--- src/rtl/fetch_decode_buffer_pkg.sv ---
// Shared IF/ID types and constants: instruction width, the NOP word and the
// fetch entry record that the IF/ID and ID/EX registers both carry.
package fetch_decode_buffer_pkg;

   localparam int          INSTR_W  = 32;
   localparam int          ENTRY_W  = 2 * INSTR_W;
   localparam logic [31:0] NOP_WORD = 32'h0000_0000;

   typedef struct packed {
      logic [INSTR_W-1:0] instr;
      logic [INSTR_W-1:0] pc4;
   } fetch_entry_t;

   function automatic fetch_entry_t make_entry(
      input logic [INSTR_W-1:0] instr,
      input logic [INSTR_W-1:0] pc4
   );
      fetch_entry_t e;
      e.instr = instr;
      e.pc4   = pc4;
      return e;
   endfunction

   function automatic fetch_entry_t empty_entry();
      fetch_entry_t e;
      e.instr = {INSTR_W{1'b0}};
      e.pc4   = {INSTR_W{1'b0}};
      return e;
   endfunction

endpackage

--- src/rtl/fetch_decode_buffer_ring_store.sv ---
// Entry storage for the fetch/decode buffer: synchronous write and clear,
// asynchronous read of the entry selected by the read pointer.
module ring_store
   import fetch_decode_buffer_pkg::*;
#(
   parameter int DEPTH = 2,
   parameter int PTR_W = 1
) (
   input  logic               clk,
   input  logic               clear,
   input  logic               wr_en,
   input  logic [PTR_W-1:0]   wr_ptr,
   input  fetch_entry_t       wr_data,
   input  logic [PTR_W-1:0]   rd_ptr,
   output fetch_entry_t       rd_data
);

   fetch_entry_t mem_r [DEPTH];

   // Clear wins over a write in the same cycle.
   always_ff @(posedge clk) begin
      if (clear) begin
         for (int i = 0; i < DEPTH; i++) begin
            mem_r[i] <= empty_entry();
         end
      end else if (wr_en) begin
         mem_r[wr_ptr] <= wr_data;
      end else begin
         mem_r[wr_ptr] <= mem_r[wr_ptr];
      end
   end

   // Head entry read.
   always_comb begin
      rd_data = mem_r[rd_ptr];
   end

endmodule

--- src/rtl/fetch_decode_buffer.sv ---
// IF/ID decoupling FIFO: holds up to DEPTH {instruction, pc+4} entries,
// one-cycle latency, flushed on a taken branch or jump.
module fetch_decode_buffer
   import fetch_decode_buffer_pkg::*;
#(
   parameter int          DEPTH    = 2,
   parameter int          PTR_W    = 1,
   parameter logic [31:0] NOP_WORD = fetch_decode_buffer_pkg::NOP_WORD
) (
   input  logic             Clk,
   input  logic             Reset,
   input  logic             InValid,
   output logic             InReady,
   input  logic [31:0]      Instruction,
   input  logic [31:0]      NextInstruct,
   input  logic             Flush,
   output logic             OutValid,
   input  logic             OutReady,
   output logic [31:0]      OutInstruction,
   output logic [31:0]      OutNextInstruct,
   output logic [PTR_W:0]   Count
);

   localparam logic [PTR_W:0]   DEPTH_C = (PTR_W+1)'(DEPTH);
   localparam logic [PTR_W:0]   ZERO_C  = (PTR_W+1)'(0);
   localparam logic [PTR_W:0]   ONE_C   = (PTR_W+1)'(1);
   localparam logic [PTR_W-1:0] PTR_ONE = PTR_W'(1);
   localparam logic [PTR_W-1:0] PTR_ZERO = PTR_W'(0);

   logic [PTR_W-1:0] rd_ptr_r;
   logic [PTR_W-1:0] wr_ptr_r;
   logic [PTR_W:0]   count_r;
   logic [PTR_W:0]   count_next_s;
   logic             in_ready_s;
   logic             out_valid_s;
   logic             push_s;
   logic             pop_s;
   fetch_entry_t     wr_entry_s;
   fetch_entry_t     head_s;

   // Handshake qualification; a flush discards both sides of the handshake.
   always_comb begin
      in_ready_s  = (count_r != DEPTH_C);
      out_valid_s = (count_r != ZERO_C);
      push_s      = InValid & in_ready_s & ~Flush;
      pop_s       = out_valid_s & OutReady & ~Flush;
      wr_entry_s  = make_entry(Instruction, NextInstruct);
   end

   // Occupancy next value for the normal push/pop case.
   always_comb begin
      count_next_s = count_r;
      case ({push_s, pop_s})
         2'b10:   count_next_s = count_r + ONE_C;
         2'b01:   count_next_s = count_r - ONE_C;
         default: count_next_s = count_r;
      endcase
   end

   // Pointer and occupancy state; Reset > Flush > push/pop.
   always_ff @(posedge Clk) begin
      if (Reset) begin
         rd_ptr_r <= PTR_ZERO;
         wr_ptr_r <= PTR_ZERO;
         count_r  <= ZERO_C;
      end else if (Flush) begin
         rd_ptr_r <= wr_ptr_r;
         wr_ptr_r <= wr_ptr_r;
         count_r  <= ZERO_C;
      end else begin
         rd_ptr_r <= pop_s  ? rd_ptr_r + PTR_ONE : rd_ptr_r;
         wr_ptr_r <= push_s ? wr_ptr_r + PTR_ONE : wr_ptr_r;
         count_r  <= count_next_s;
      end
   end

   ring_store #(
      .DEPTH (DEPTH),
      .PTR_W (PTR_W)
   ) u_store (
      .clk     (Clk),
      .clear   (Reset),
      .wr_en   (push_s),
      .wr_ptr  (wr_ptr_r),
      .wr_data (wr_entry_s),
      .rd_ptr  (rd_ptr_r),
      .rd_data (head_s)
   );

   // Outputs come straight from registered state; empty shows NOP / 0.
   always_comb begin
      InReady  = in_ready_s;
      OutValid = out_valid_s;
      Count    = count_r;
      if (out_valid_s) begin
         OutInstruction  = head_s.instr;
         OutNextInstruct = head_s.pc4;
      end else begin
         OutInstruction  = NOP_WORD;
         OutNextInstruct = 32'h0000_0000;
      end
   end

endmodule

--- config.mk ---
export PLATFORM = sky130hd
export DESIGN_NAME = fetch_decode_buffer
export DESIGN_NICKNAME = d
export VERILOG_FILES = /design/src/rtl/fetch_decode_buffer_pkg.sv /design/src/rtl/fetch_decode_buffer_ring_store.sv /design/src/rtl/fetch_decode_buffer.sv
export SDC_FILE = /design/constraint.sdc
export NUM_CORES = 1
export LEC_CHECK = 0
export ABC_AREA = 1
export CELL_PAD_IN_SITES_DETAIL_PLACEMENT = 1
export CELL_PAD_IN_SITES_GLOBAL_PLACEMENT = 1
export CORE_MARGIN = 1
export CORE_UTILIZATION = 39
export CTS_CLUSTER_DIAMETER = 80
export DETAILED_ROUTE_END_ITERATION = 10
export PLACE_DENSITY = 0.85
export SLEW_MARGIN = 15
export SYNTH_ARGS = -nofsm -noshare
export SYNTH_HDL_FRONTEND = slang
export SYNTH_SLANG_ARGS = --single-unit
--- constraint.sdc ---
create_clock -name Clk -period 4.35 [get_ports Clk]
set_input_delay 0.87 -clock Clk [delete_from_list [all_inputs] [get_ports Clk]]
set_output_delay 0.87 -clock Clk [all_outputs]
set_load 0.005 [all_outputs]
==> flow_summary.ini, run 1 <==
[pwr]
ir_drop_uv = 255
seq_power_share = 0.451
p_switching_mw = 0.717
power_mw = 3.32
p_comb_frac = 0.086
clkPwrFrac = 0.464
netSwitchingFraction = 0.216
p_per_area_mw_per_mm2 = 402
internal-power_mw = 2.60
power.leakage_nw = 3.20

[route]
wl_per_cell_um = 16.1
via_count = 4412
firstDrtPassIters = 4
viasPerCell = 4.71
postRouteAntennaNets = 0
drtIter0Drc = 256
drc = 0
wl_um = 15100

[cts]
clkTransAtPathRegs_ns = 0.06
cts_resized = 0
cts-root-buf = clkbuf_16
holdBufCountCts = 0
numCtsBuffers = 17
clock_path_buffers = 2
cts.sinks = 133
clk_latency_ns = 0.40
cts_tree = built
post-cts-setup-buffers = 0
ctsHtreeMaxLevel = 4

[place]
io_buffers = 136
place_ws_ns = 1.02
gp_congestion = 0.744
dp.cells = 904
hpwl_um = 9370

[sta]
worst_slack_ns = 0.895
drv_slew = 0
min_period_ns = 3.45
skew_ns = 0.00517
tns_ns = 0
finalSetupViolCount = 0
slew_headroom = 0.241
finalHoldViolations = 0
rsz0062_at_grt = false
fmax_mhz = 289
tightest_slew_ns = 1.14
fin_crit_sh = 0.794

[outcome]
status = complete, no violations

[floorplanning]
dieArea_mm2 = 0.0163
core_mm2 = 0.0153
initial_core_util = 0.402
die_x_um = 128
rows = 45
die_h_um = 128
ios = 137

[synth]
synth_cells = 586
syn_nets = 656
synth_area_mm2 = 0.00615
synth_edf_count = 128
ys_ff_latch = 133
async_flop_share = 0
seq_area_frac_synth = 0.641
syn_area_per_cell_um2 = 10.5
synth_flop_cell = edfxtp_1
synth_area_leaders = edfxtp_1, nand2_1, nor2_4
ys_types = 25
synth_area_leader_cell = edfxtp_1
netlist.area_leader.share = 0.625
synth.top_cells.by_count = nand2_1, edfxtp_1, nor2_1
yosys_warnings = 0
synthMostInstantiatedCell = nand2_1

[finish]
final_util = 0.540
syn_to_final_growth_pct = 34.4
drive_gt1_frac = 0.113
fill_cells = 1681
final_net_count = 782
stdcell_count = 936
diodes = 0

[worst_setup_path]
path_delay_family = buffers and inverters
worstPathCellList = nor2_4 > buf_4 > a21oi_1 > clkdlybuf4s50_1
worstSetupEndpointType = primary output
worstSetupStartpointType = flip-flop
critPathMaxStageDelay_ns = 0.64
crit_path_start = Count[1]$_SDFFE_PP0P_
crit_buf_inv = 2
rr_worst_depth = 6
crit_arrival_ns = 2.58
cpMaxStageDelayCell = nor2_4
path_class = reg2out
cp_max_fo = 35
required_ns = 3.48
path_depth = 4
reg2reg_from = Count[0]$_SDFFE_PP0P_

[global_route]
track_usage = 0.194
grt_pass1_vias = 4554
grt_pass1_wl_um = 23600
grt_overflow = 0
antenna_found_initial = 0
grt_max_degree = 65

[hold_path]
hold_path.startpoint = wr_ptr_r$_SDFFE_PP0P_
hold_path_class = reg2reg
holdPathStages = 2

[job]
drv_cap = 0
-- per-layer routing --
metal | track usage | routed length (um)
met2 | 0.330 | 7740
met4 | 0.0533 | 127
met1 | 0.245 | 6460
met3 | 0.0486 | 780
met5 | 0 | 0
-- flip-flops by register name, summed over array words and instances (netlist names), named ones only --
register / flops
u_store.mem_r: 128
Count: 2
rd_ptr_r: 1
wr_ptr_r: 1
-- area by class of cell --
class	instances	area [um2]	area share
Clock buffer	18	429	0.0519
Clock inverter	14	209	0.0253
Inverter	71	267	0.0322
Multi-Input combinational cell	348	1750	0.212
Sequential cell	133	3950	0.477
Tap cell	211	264	0.0319
Timing Repair Buffer	141	1400	0.169
-- kinds of logic after synthesis --
kind of cell / after synthesis / synth area share
adder cells (fa/ha/maj): 1 / 0.00203
AND/OR/NAND/NOR: 278 / 0.222
buffers and inverters: 105 / 0.0779
XOR/XNOR: 1 / 0.00142
flip-flops: 133 / 0.641
AO/OA/AOI/OAI: 68 / 0.0555
-- worst paths after layout --
path / end / slack, ns
worst max-delay path: OutNextInstruct[22] / 0.90
worst max register to register: u_store.mem_r[0][21]$_SDFFCE_PN0P_ / 1.90
worst min register to register: wr_ptr_r$_SDFFE_PP0P_ / 0.54
worst min-delay path: wr_ptr_r$_SDFFE_PP0P_ / 0.54
-- cells in the final DEF, fill, tap and decap left out, drive strengths merged --
cell / count
nand2: 139
clkdlybuf4s50: 136
nor2: 133
edfxtp: 128
inv: 71
a21oi: 65
clkbuf: 18
clkinv: 7
bufinv: 5
buf: 5
dfxtp: 5
nand3: 3
o21ai: 2
nand4: 2
clkinvlp: 2
xor2: 1
nor3: 1
a31oi: 1
ha: 1
-- power by group through the flow --
stage	Clock (mW)	Combinational [mW]	Sequential, mW
2_1_floorplan	0	0.152	1.52
3_3_place_gp	0	0.274	1.52
3_5_place_dp	0	0.286	1.52
4_1_cts	1.56	0.289	1.50
5_1_grt	1.62	0.312	1.50
6_report	1.54	0.284	1.50
-- stage by stage --
step	hold slack [ns]	instance area [um2]
global route	0.565	8270
finish	0.538	8270
detailed placement	0.527	7630
global placement	0.500	7630
CTS	0.534	8270
floorplan	0.467	6150
-- tightest hold or removal path, cell delays in order (launching register included) --
cell     delay [ns]
dfxtp_1        0.34
nand3_1        0.10
nand2_1        0.05
No activity file was read; power rests on OpenSTA's default activity.
==> run 2: changes to the inputs <==
- CORE_UTILIZATION: 39 -> 35
- PLACE_DENSITY: 0.85 -> 0.81
- clock period: 4.35 -> 3.1 ns (I/O delays scaled with it)
==> run 2 against run 1 <==
Compared with the run above: worst setup slack got worse by 0.69 ns; critical endpoint is now OutNextInstruct[17]; clock power rose by 52%; flip-flop and latch count did not move; critical path depth rose by 1; sequential share of layout area fell by 0.95 points; design area rose by 2.0%; critical path type unchanged; count of clock-buffer cells in the layout fell by 1; first-iteration DRC count fell by 18%; register-to-register slack got worse by 0.66 ns.
==> flow_summary.ini, run 2 (synthesized netlist as in run 1, its figures left out) <==
[sta]
fmax_mhz = 346
finalSetupViolCount = 0
skew_ns = 0.00461
tns_ns = 0
rsz0062_at_grt = false
slew_headroom = 0.519
fin_crit_sh = 0.933
tightest_slew_ns = 0.722
drv_slew = 0
min_period_ns = 2.89
finalHoldViolations = 0

[route]
postRouteAntennaNets = 0
wl_per_cell_um = 16.5
viasPerCell = 4.71
firstDrtPassIters = 4
drtIter0Drc = 211
drc = 0
wl_um = 15700
via_count = 4495

[floorplanning]
rows = 48
initial_core_util = 0.357
core_mm2 = 0.0172
die_h_um = 135
dieArea_mm2 = 0.0181
ios = 137
die_x_um = 135

[job]
drv_cap = 0

[cts]
cts.sinks = 133
clkTransAtPathRegs_ns = 0.06
clk_latency_ns = 0.42
cts_tree = built
ctsHtreeMaxLevel = 4
post-cts-setup-buffers = 0
clock_path_buffers = 2
holdBufCountCts = 0
numCtsBuffers = 17
cts-root-buf = clkbuf_16
cts_resized = 0

[outcome]
status = complete, no violations

[finish]
final_util = 0.489
final_net_count = 787
layout_common_cells = clkdlybuf4s50_1, nand2_1, edfxtp_1
largest_register = u_store.mem_r
stdcell_count = 955
diodes = 0
regArea_mm2 = 0.00395
fill_cells = 1849
largest_register_ffs = 128
layout_commonest_cell = clkdlybuf4s50_1
multi_input_area_mm2 = 0.00175
syn_to_final_growth_pct = 37.2
finalInstanceArea_mm2 = 0.00843
drive_gt1_frac = 0.121

[place]
hpwl_um = 9940
place_area_mm2 = 0.00775
gp_congestion = 0.782
io_buffers = 136
dp.cells = 923

[worst_setup_path]
worstSetupEndpointType = primary output
worstSetupStartpointType = flip-flop
crit_arrival_ns = 2.27
cp_max_fo = 47
required_ns = 2.48
path_class = reg2out
reg2reg_from = Count[1]$_SDFFE_PP0P_

[pwr]
ir_drop_uv = 365
p_per_area_mw_per_mm2 = 576
power.leakage_nw = 3.27

[global_route]
grt_pass1_wl_um = 24800
track_usage = 0.184
grt_pass1_vias = 4905
grt_max_degree = 66
antenna_found_initial = 0
grt_overflow = 0

[hold_path]
hold_path.startpoint = rd_ptr_r$_SDFFE_PP0P_
hold_path_class = reg2reg
==> run 2: cell types whose count changed in the layout (fill, tap and decap cells not counted) <==
cell and delta:
clkinvlp_4 +1, clkbuf_1 -1, buf_12 +5, buf_4 -1, bufinv_16 +2, clkinv_4 -2
buf_6 +1
==> run 2: cell type report <==
cell class | count | area share
repair buffers | 146 | 0.178
multi-input cells | 348 | 0.208
inverters | 71 | 0.0316
clock buffers | 17 | 0.0504
clock inverters | 15 | 0.0307
flip-flops and latches | 133 | 0.468
well taps | 225 | 0.0334
==> run 2: final timing paths <==
kind | to | cells past startpoint | slack [ns]
max | OutNextInstruct[17] | 5 | 0.21
min | flip-flop | 2 | 0.53
max reg2reg | u_store.mem_r[1][18]$_SDFFCE_PN0P_ | 4 | 1.24
min reg2reg | flip-flop | 2 | 0.53
==> run 2: stage by stage <==
stage | worst slack [ns] | total power [mW] | hold slack (ns)
after floorplan | 0.0167 | 2.34 | 0.467
after global placement | 0.676 | 2.53 | 0.492
after global routing | 0.119 | 4.99 | 0.563
after CTS | 0.0428 | 4.90 | 0.541
after detailed placement | 0.566 | 2.56 | 0.530
final | 0.206 | 4.86 | 0.528
==> run 2: layer usage <==
layer	up-vias	routed length (um)	GRT usage
met2	122	8400	0.343
met5	-	0	0
met4	0	334	0.0818
li1	2141	-	-
met3	24	726	0.0330
met1	2208	6260	0.204
==> run 2: report_power, final <==
part	internal, mW	switching [mW]	total, mW
Clock	1.58	0.764	2.34
Sequential	2.07	0.0303	2.10
Combinational	0.177	0.242	0.419
Total	3.82	1.04	4.86
==> run 2: critical path: stages, from the launching register on <==
cell             delay, ns
dfxtp_2               0.32
inv_2                 0.29
buf_12                0.30
nand2_1               0.10
a21oi_1               0.26
clkdlybuf4s50_1       0.56
